<file path="src/rtl/sample_serializer.sv">
// sample_serializer: output stage of the synth audio path. Samples from the
// echo stage are buffered in a small FIFO and serialized as a mono
// left-justified frame (bclk / lrck / sdata). The FIFO paces the upstream
// chain with one-cycle generate_next requests.
module sample_serializer #(
  parameter int FIFO_DEPTH = 4,
  parameter int BCLK_DIV   = 4
) (
  input  logic                        clk,
  input  logic                        reset,
  input  logic [15:0]                 sample_in,
  input  logic                        in_ready,
  output logic                        generate_next,
  output logic                        bclk,
  output logic                        lrck,
  output logic                        sdata,
  output logic [$clog2(FIFO_DEPTH):0] fill,
  output logic                        overflow,
  output logic                        underflow
);

  localparam int PTR_W  = $clog2(FIFO_DEPTH);
  localparam int FILL_W = PTR_W + 1;
  localparam int DIV_W  = $clog2(BCLK_DIV);
  localparam logic [DIV_W-1:0]  DIV_LAST = DIV_W'(BCLK_DIV - 1);
  localparam logic [FILL_W-1:0] FILL_MAX = FILL_W'(FIFO_DEPTH);

  logic signed [15:0] mem [FIFO_DEPTH];
  logic [PTR_W-1:0]   wr_ptr;
  logic [PTR_W-1:0]   rd_ptr;
  logic [DIV_W-1:0]   div_cnt;
  logic [4:0]         bit_idx;
  logic signed [15:0] shreg;
  logic signed [15:0] held;
  logic               pending;

  logic bclk_fall;
  logic frame_start;
  logic right_start;
  logic full;
  logic pop;
  logic push;
  logic drop;

  // Frame events happen on the clk edge where bclk goes 1->0.
  assign bclk_fall   = (div_cnt == DIV_LAST) && bclk;
  assign frame_start = bclk_fall && (bit_idx == 5'd31);
  assign right_start = bclk_fall && (bit_idx == 5'd15);
  assign full        = (fill == FILL_MAX);
  // A full FIFO still accepts a sample when the frame start drains one.
  assign pop         = frame_start && (fill != '0);
  assign push        = in_ready && (!full || pop);
  assign drop        = in_ready && !push;

  assign lrck  = bit_idx[4];
  assign sdata = shreg[15];

  // Bit clock divider and bit index within the 32-bit frame.
  always_ff @(posedge clk or negedge reset) begin
    if (!reset) begin
      div_cnt <= '0;
      bclk    <= 1'b0;
      bit_idx <= '0;
    end else begin
      if (div_cnt == DIV_LAST) begin
        div_cnt <= '0;
        bclk    <= ~bclk;
      end else begin
        div_cnt <= div_cnt + DIV_W'(1);
      end
      if (bclk_fall) begin
        bit_idx <= bit_idx + 5'd1;
      end
    end
  end

  // Shift register: load at frame start, reload for the right half, else shift.
  always_ff @(posedge clk or negedge reset) begin
    if (!reset) begin
      shreg     <= '0;
      held      <= '0;
      underflow <= 1'b0;
    end else if (frame_start) begin
      if (pop) begin
        held  <= mem[rd_ptr];
        shreg <= mem[rd_ptr];
      end else begin
        shreg     <= held;
        underflow <= 1'b1;
      end
    end else if (right_start) begin
      shreg <= held;
    end else if (bclk_fall) begin
      shreg <= {shreg[14:0], 1'b0};
    end
  end

  // FIFO storage; contents are meaningless until pointed at, so no reset.
  always_ff @(posedge clk) begin
    if (push) begin
      mem[wr_ptr] <= sample_in;
    end
  end

  // FIFO pointers, occupancy and sticky overflow.
  always_ff @(posedge clk or negedge reset) begin
    if (!reset) begin
      wr_ptr   <= '0;
      rd_ptr   <= '0;
      fill     <= '0;
      overflow <= 1'b0;
    end else begin
      if (push) begin
        wr_ptr <= wr_ptr + PTR_W'(1);
      end
      if (pop) begin
        rd_ptr <= rd_ptr + PTR_W'(1);
      end
      if (push && !pop) begin
        fill <= fill + FILL_W'(1);
      end else if (pop && !push) begin
        fill <= fill - FILL_W'(1);
      end
      if (drop) begin
        overflow <= 1'b1;
      end
    end
  end

  // Upstream request: one outstanding pulse at a time while there is room.
  always_ff @(posedge clk or negedge reset) begin
    if (!reset) begin
      pending       <= 1'b0;
      generate_next <= 1'b0;
    end else begin
      if (generate_next) begin
        pending <= 1'b1;
      end else if (in_ready) begin
        pending <= 1'b0;
      end
      generate_next <= !pending && !full && !generate_next;
    end
  end

endmodule

</file>
<file path="config.mk">
export PLATFORM = sky130hd
export DESIGN_NAME = sample_serializer
export DESIGN_NICKNAME = d
export VERILOG_FILES = /design/src/rtl/sample_serializer.sv
export SDC_FILE = /design/constraint.sdc
export NUM_CORES = 1
export LEC_CHECK = 0
export CAP_MARGIN = 15
export CORE_UTILIZATION = 35
export CTS_CLUSTER_SIZE = 16
export DETAILED_ROUTE_END_ITERATION = 16
export PLACE_DENSITY = 0.53
export SETUP_SLACK_MARGIN = 0.4
export SKIP_CTS_REPAIR_TIMING = 1
export SKIP_LAST_GASP = 1
export SYNTH_ARGS = -nofsm -noshare
export SYNTH_HDL_FRONTEND = slang
export SYNTH_SLANG_ARGS = --single-unit
</file>
<file path="constraint.sdc">
create_clock -name clk -period 7.1 [get_ports clk]
set_input_delay 1.42 -clock clk [delete_from_list [all_inputs] [get_ports clk]]
set_output_delay 1.42 -clock clk [all_outputs]
set_load 0.02 [all_outputs]
</file>
==> reports/qor.json, run 1 <==
{
  "share_of_synthesized_cell_area_in_full_adder_half_adder_and_majority_cells_pct": 2.826,
  "synth_top_cells_by_area": "edfxtp_1, dfrtp_1, mux4_1, mux4_2, ha_1",
  "worst-endpoint-required_ns": 7.39,
  "final_net_count": 361,
  "chip_height_um": 117.8,
  "antenna_found_initial": 0,
  "number_of_instances_in_the_synthesized_netlist": 300,
  "grt_remaining_overflow": 0,
  "synth_fp_nets": 329,
  "holdCritPathClass": "reg2reg",
  "yosysWarnings": 0,
  "cts_buffers": 17,
  "grt_pass1_wl_um": 14310,
  "io_buffer_count": 27,
  "antennaDiodeCount": 0,
  "number_of_standard_cell_rows_in_the_floorplan": 41,
  "grt_util_all_layers_pct": 13.74,
  "setup_viol_count_final": 0,
  "rsz0062_at_grt": "false",
  "placed_cells": 485,
  "fin_hold_ws_ns": 0.4298,
  "worst_hold_path.num_cells": 1,
  "power_per_cell_area_nw_per_um2": 334.1,
  "number_of_different_library_cells_in_the_post_synthesis_netlist": 40,
  "run_status": "complete, no violations",
  "placed_area_um2": 5089,
  "drv_slew": 0,
  "vias": 2566,
  "floorplan.core_area_um2": 12820,
  "post_synth_instance_area_um2": 4693,
  "cts_tree": "built",
  "critical_path_class": "reg2reg",
  "relative_area_change_from_synthesis_to_final_layout_pct": 20.74,
  "synth_mux_area_share_pct": 9.011,
  "netlist.area_leader.share_pct": 40.95,
  "worstRegToRegCells": 9,
  "layout.cells.most_common_list": "edfxtp_1, dfrtp_1, clkdlybuf4s50_1",
  "drtAntennaViolNets": 0,
  "via_per_inst": 4.963,
  "final_common_cell": "edfxtp_1",
  "layout_min_cycle_time_ns": 3.643,
  "worstSetupStartpointType": "flip-flop",
  "final_critical_path_setup_slack_ns": 3.457,
  "synthesized_flop_and_latch_total": 115,
  "dieArea_um2": 13880,
  "post-dp-hpwl_um": 5174,
  "synth.largest_area_cell": "edfxtp_1",
  "worst_slew_margin_rel_pct": 26.07,
  "pre_cts_ws_ns": 3.372,
  "fin_tns_setup_ns": 0,
  "synth_top_family_by_area": "compound AO/OA/AOI/OAI gates",
  "clock_latency_ns": 0.40,
  "share_of_the_synthesized_netlist_area_taken_by_xor_and_xnor_gates_pct": 1.866,
  "finish.utilization_pct": 44.19,
  "syn-mean-instance-area_um2": 15.64,
  "post-layout-total-power_mw": 1.893,
  "clockRootBuffer": "clkbuf_16",
  "yosysSeqAreaShare_pct": 68.14,
  "h-tree-depth": 4,
  "detail_route.wirelength_um": 8607,
  "drive_gt1_share_pct": 15.07,
  "grt_pass1_vias": 2678,
  "max_slew.worst_pin.slew_ns": 1.107,
  "synth_compound_gate_area_share_pct": 9.437,
  "fin_worst_skew_ns": 0.009006,
  "max_freq_mhz": 274.5,
  "final-hold-violation-count": 0,
  "postLayoutCellArea_um2": 5667,
  "drt_first_pass_iters": 4,
  "pin_count": 28,
  "static-leakage-power_nw": 2.234,
  "detail_route.wl_per_cell_um": 16.65,
  "worst_ep_arrival_time_ns": 3.93,
  "cts_num_sinks": 115,
  "yosys.area_share.simple_pct": 6.185,
  "drt-initial-drc-count": 146,
  "drv.max_cap_violation_count": 0,
  "ir_worst_vdd_mv": 0.1528,
  "finish.cell_count_without_fillers": 517,
  "cp_max_fo": 18,
  "die_w_um": 117.8,
  "maximum_number_of_pins_on_one_net_before_global_route_repair": 52,
  "post-route-drc-count": 0,
  "fin_crit_sh_pct": 51.32,
  "cp-end-kind": "flip-flop",
  "finalWeightedCongestion": 0.6572,
  "r2r_slack_ns": 3.46,
  "floorplan.initialDensity_pct": 36.60,
  "cts_buffer_depth": 2,
  "cts.clk_slew.worst_paths_ns": 0.05
}
## registers in the layout (all words and copies together) (netlist names), 2 cells and up
| name | flops |
|---|---|
| div_cnt | 2 |
| shreg | 16 |
| rd_ptr | 2 |
| fill | 3 |
| wr_ptr | 2 |
| bit_idx | 5 |
| held | 16 |
| mem | 64 |
## Yosys cell counts (all sizes together)
cell,number
nor3,1
xor2,3
o22a,1
mux2,2
inv,5
o21ai,15
nand2,10
nor4b,1
buf,12
and3,3
or3,1
nor3b,1
nand3,17
nand4,1
nor2,17
fa,1
ha,9
mux4,16
mux2i,1
a31o,1
a31oi,14
and2,5
o211ai,2
a21o,2
nor2b,1
nand3b,1
dfrtp,51
edfxtp,64
xnor2,7
clkbuf,4
a21oi,15
o21bai,1
a21bo,15
## cell type report
cell class                 instances  area [um^2]
inverter                           5        18.77
multi-input combinational        164         1376
sequential                       115         3198
clock inverter                    12        131.4
clock buffer                      20        446.7
timing repair buffer              29        280.3
tap                              172        215.2
fill                            1175         7158
## final timing paths
kind,start,end
hold / removal,div_cnt[0],div_cnt[0]
setup / recovery,bit_idx[0],fill[1]
max in group asynchronous,reset,wr_ptr[0]
setup reg to reg,bit_idx[0],fill[1]
min in group asynchronous,reset,shreg[7]
hold reg to reg,div_cnt[0],div_cnt[0]
## worst max-delay path: stages (launching register included)
cell	delay [ns]
dfrtp_1	0.38
ha_1	0.18
and3_1	0.19
ha_1	0.28
and3_1	0.67
nand2_1	0.62
ha_1	0.43
inv_1	0.07
fa_1	0.41
mux2_2	0.27
## power breakdown
group          switching, mW  internal, mW  leakage, nW  total (mW)
sequential            0.0394         0.814         1.27       0.854
combinational          0.129        0.0895        0.695       0.219
clock                  0.295         0.526        0.273       0.821
## routing by layer
metal	wire length [um]	track usage (%)	part of all wire, %
met5	0	0	0
met2	3946	20.00	46
met3	326	4.700	3.8
met4	83	5.048	0.96
met1	4251	18.94	49
## kinds of logic (layout without fill, tap and decap cells)
group / count (synthesis) / count (layout)
adders and majority gates: 10 / 10
muxes: 19 / 19
buffers and inverters: 21 / 66
xor gates and xnor gates: 10 / 10
and+or+nand+nor: 59 / 59
AOI/OAI and AO/OA: 66 / 66
DFF: 115 / 115
No activity file was read; power rests on OpenSTA's default activity.
==> run 2, diff against run 1 <==
PLACE_DENSITY = 0.55   (was 0.53)
clock period = 3.2 ns   (was 7.1 ns; I/O delays follow)
==> run 2 against run 1 <==
Critical path depth up 2; global-route usage grew 0.42 points; total power up 120%; core utilization rose by 0.60 points; sequential share of layout area shrank 0.75 points; register-to-register slack lost 2.8 ns; highest routed layer unchanged.
==> reports/qor.json, run 2 (synthesis gave the netlist of run 1 again) <==
{
  "cts_buffers": {"value": 17, "change": "unchanged"},
  "rsz0062_at_grt": "false",
  "run_status": "complete, no violations",
  "drt-initial-drc-count": {"value": 95, "change": "-35%"},
  "cp_dominant_cell_by_count": "ha_1",
  "static-leakage-power": {"value": 2.298, "unit": "nW", "change": "+2.9%"},
  "via_per_inst": {"value": 4.951, "change": "-0.25%"},
  "postLayoutCellArea": {"value": 5743, "unit": "um^2", "change": "+1.3%"},
  "antenna_found_initial": {"value": 0, "change": "unchanged"},
  "drive_gt1_share": {"value": 16.20, "unit": "%", "change": "+1.1 points"},
  "post-route-drc-count": {"value": 0, "change": "unchanged"},
  "fin_tns_setup": {"value": 0, "unit": "ns", "change": "unchanged"},
  "grt_util_all_layers": {"value": 14.16, "unit": "%", "change": "+0.42 points"},
  "layout.cells.most_common_list": "edfxtp_1, dfrtp_1, clkdlybuf4s50_1",
  "drv.max_cap_violation_count": {"value": 0, "change": "unchanged"},
  "sequentialPowerShare": {"value": 45.3, "unit": "%", "change": "+0.2 points"},
  "detail_route.wirelength": {"value": 8610, "unit": "um", "change": "about the same"},
  "setup_viol_count_final": {"value": 0, "change": "unchanged"},
  "post-layout-total-power": {"value": 4.176, "unit": "mW", "change": "+120%"},
  "post-dp-hpwl": {"value": 5316, "unit": "um", "change": "+2.7%"},
  "vias": {"value": 2624, "change": "+2.3%"},
  "fin_worst_skew": {"value": 0.007699, "unit": "ns", "change": "-0.001307 ns"},
  "h-tree-depth": {"value": 4, "change": "unchanged"},
  "grt_remaining_overflow": {"value": 0, "change": "unchanged"},
  "final-hold-violation-count": {"value": 0, "change": "unchanged"},
  "detail_route.wl_per_cell": {"value": 16.25, "unit": "um", "change": "-2.4%"},
  "floorplan.initialDensity": {"value": 36.60, "unit": "%", "change": "unchanged"},
  "cellInternalPower": {"value": 3.202, "unit": "mW", "change": "+120%"},
  "total_net_switching_power": {"value": 0.9738, "unit": "mW", "change": "+110%"},
  "power_per_cell_area": {"value": 727.1, "unit": "nW/um^2", "change": "+120%"},
  "floorplan.core_area": {"value": 12820, "unit": "um^2", "change": "unchanged"},
  "worstPathCellList": "ha_1, and3_1, ha_1, nand3_1, a21oi_1, ha_1, inv_1, fa_1, xor2_1, nor2_1, xor2_1",
  "dieArea": {"value": 13880, "unit": "um^2", "change": "unchanged"},
  "r2r_slack": {"value": 0.68, "unit": "ns", "change": "-2.78 ns"},
  "layout_min_cycle_time": {"value": 2.522, "unit": "ns", "change": "-1.121 ns"},
  "max_slew.worst_pin.slew": {"value": 0.7793, "unit": "ns", "change": "-0.3273 ns"},
  "pin_count": {"value": 28, "change": "unchanged"},
  "critical_path_class": "reg2reg",
  "worstSetupStartpointType": "flip-flop",
  "worst_slew_margin_rel": {"value": 48.04, "unit": "%", "change": "+22 points"},
  "chip_height": {"value": 117.8, "unit": "um", "change": "unchanged"},
  "cp_max_fo": {"value": 7, "change": "-11"},
  "worst_ep_arrival_time": {"value": 2.85, "unit": "ns", "change": "-1.08 ns"},
  "io_buffer_count": {"value": 27, "change": "unchanged"},
  "worstRegToRegCells": {"value": 11, "change": "+2"},
  "drt_first_pass_iters": {"value": 4, "change": "unchanged"},
  "final_common_cell": "edfxtp_1",
  "slowest_cell_on_crit_path": "dfrtp_1",
  "power.switching_fraction": {"value": 23.32, "unit": "%", "change": "-1.2 points"},
  "reg_top3": "mem: 64 flops, held: 16 flops, shreg: 16 flops",
  "final_net_count": {"value": 374, "change": "+3.6%"},
  "cts_tree": "built",
  "filler_cell_count": {"value": 1139, "change": "-3.1%"},
  "cp-end-kind": "flip-flop",
  "rr_startpoint": "bit_idx[0]",
  "crit_start": "bit_idx[0]",
  "relative_area_change_from_synthesis_to_final_layout_pct": 22.37,
  "placed_area": {"value": 5186, "unit": "um^2", "change": "+1.9%"},
  "number_of_standard_cell_rows_in_the_floorplan": {"value": 41, "change": "unchanged"},
  "max_stage_delay": {"value": 0.38, "unit": "ns", "change": "-0.29 ns"},
  "clock_latency": {"value": 0.41, "unit": "ns", "change": "about the same"},
  "largest_register_ff_count": {"value": 64, "change": "unchanged"},
  "finalWeightedCongestion": {"value": 0.7410, "change": "+13%"},
  "antennaDiodeCount": {"value": 0, "change": "unchanged"},
  "cts_num_sinks": {"value": 115, "change": "unchanged"},
  "power.combinational.fraction": {"value": 12.4, "unit": "%", "change": "+0.9 points"},
  "crit-reg2reg-capture": "fill[2]",
  "drv_slew": {"value": 0, "change": "unchanged"},
  "clock_power_share": {"value": 42.3, "unit": "%", "change": "-1.1 points"},
  "ir_worst_vdd": {"value": 0.3753, "unit": "mV", "change": "+150%"},
  "grt_pass1_wl": {"value": 14770, "unit": "um", "change": "+3.2%"},
  "fin_crit_sh": {"value": 78.82, "unit": "%", "change": "+28 points"},
  "worst-endpoint-required": {"value": 3.53, "unit": "ns", "change": "-3.86 ns"},
  "drtAntennaViolNets": {"value": 0, "change": "unchanged"},
  "grt_pass1_vias": {"value": 2776, "change": "+3.7%"},
  "max_flop_register": "mem",
  "die_w": {"value": 117.8, "unit": "um", "change": "unchanged"},
  "maximum_number_of_pins_on_one_net_before_global_route_repair": {"value": 23, "change": "-56%"},
  "clockRootBuffer": "clkbuf_16",
  "max_freq": {"value": 396.5, "unit": "MHz", "change": "+44%"},
  "cts_buffer_depth": {"value": 2, "change": "unchanged"},
  "holdCritPathClass": "in2async",
  "cts.clk_slew.worst_paths": {"value": 0.05, "unit": "ns", "change": "about the same"}
}
## run 2: cell types whose count changed in the layout (fill, tap and decap cells not counted)
cell and delta:
clkinv_2 -1, clkbuf_1 +4, inv_6 -3, clkinv_1 +3, clkinvlp_4 -4, buf_4 +13, clkbuf_8 +1
## run 2: worst max-delay path: cells and delay by family (launching register included)
| kind | cells | cell delay (ns) |
|---|---|---|
| adder cells (fa/ha/maj) | 4 | 1.04 |
| AND/OR/NAND/NOR | 3 | 0.46 |
| flip-flops | 1 | 0.38 |
| XOR/XNOR | 2 | 0.29 |
| AO/OA/AOI/OAI | 1 | 0.23 |
| buffers and inverters | 1 | 0.06 |
## run 2: through the flow
stage	worst slack (ns)	hold slack (ns)	instances	util, %
2_1_floorplan	0.4217	0.3444	300	-
3_3_place_gp	0.7368	0.4193	498	40.44
3_5_place_dp	0.6926	0.4267	498	40.44
4_1_cts	0.6522	0.2086	530	44.78
5_1_grt	0.4501	0.2408	530	44.78
6_report	0.6778	0.2057	530	44.78
## run 2: power by group through the flow
stage / sequential (mW) / combinational (mW) / clock, mW
2_1_floorplan: 1.94 / 0.260 / 0
3_3_place_gp: 1.91 / 0.526 / 0
3_5_place_dp: 1.92 / 0.533 / 0
4_1_cts: 1.90 / 0.535 / 1.81
5_1_grt: 1.91 / 0.580 / 1.87
6_report: 1.89 / 0.516 / 1.77
## run 2: how the worst max path moves through the flow
stage               to  slack, ns  depth (start not counted)
2_1_floorplan  fill[2]       0.42                         13
6_report       fill[2]       0.68                         11
5_1_grt        fill[2]       0.45                         11
4_1_cts        fill[2]       0.65                         11
3_3_place_gp   fill[2]       0.74                         11
3_5_place_dp   fill[2]       0.69                         11
## run 2: final cells by class
class / instances / area, um^2 / share of cell area [%]
Clock inverter: 7 / 81.33 / 1.416
Inverter: 5 / 18.77 / 0.3268
Tap cell: 172 / 215.2 / 3.747
Clock buffer: 25 / 475.5 / 8.279
Timing Repair Buffer: 42 / 377.9 / 6.580
Sequential cell: 115 / 3198 / 55.69
Multi-Input combinational cell: 164 / 1376 / 23.97
## run 2: per-layer routing
| metal | vias to the layer above | part of all wire (%) | track usage, % |
|---|---|---|---|
| met5 | - | 0 | 0 |
| met4 | 0 | 1.9 | 7.452 |
| met3 | 13 | 2.8 | 3.973 |
| met2 | 45 | 47 | 21.84 |
| met1 | 1330 | 48 | 18.14 |
| li1 | 1236 | - | - |
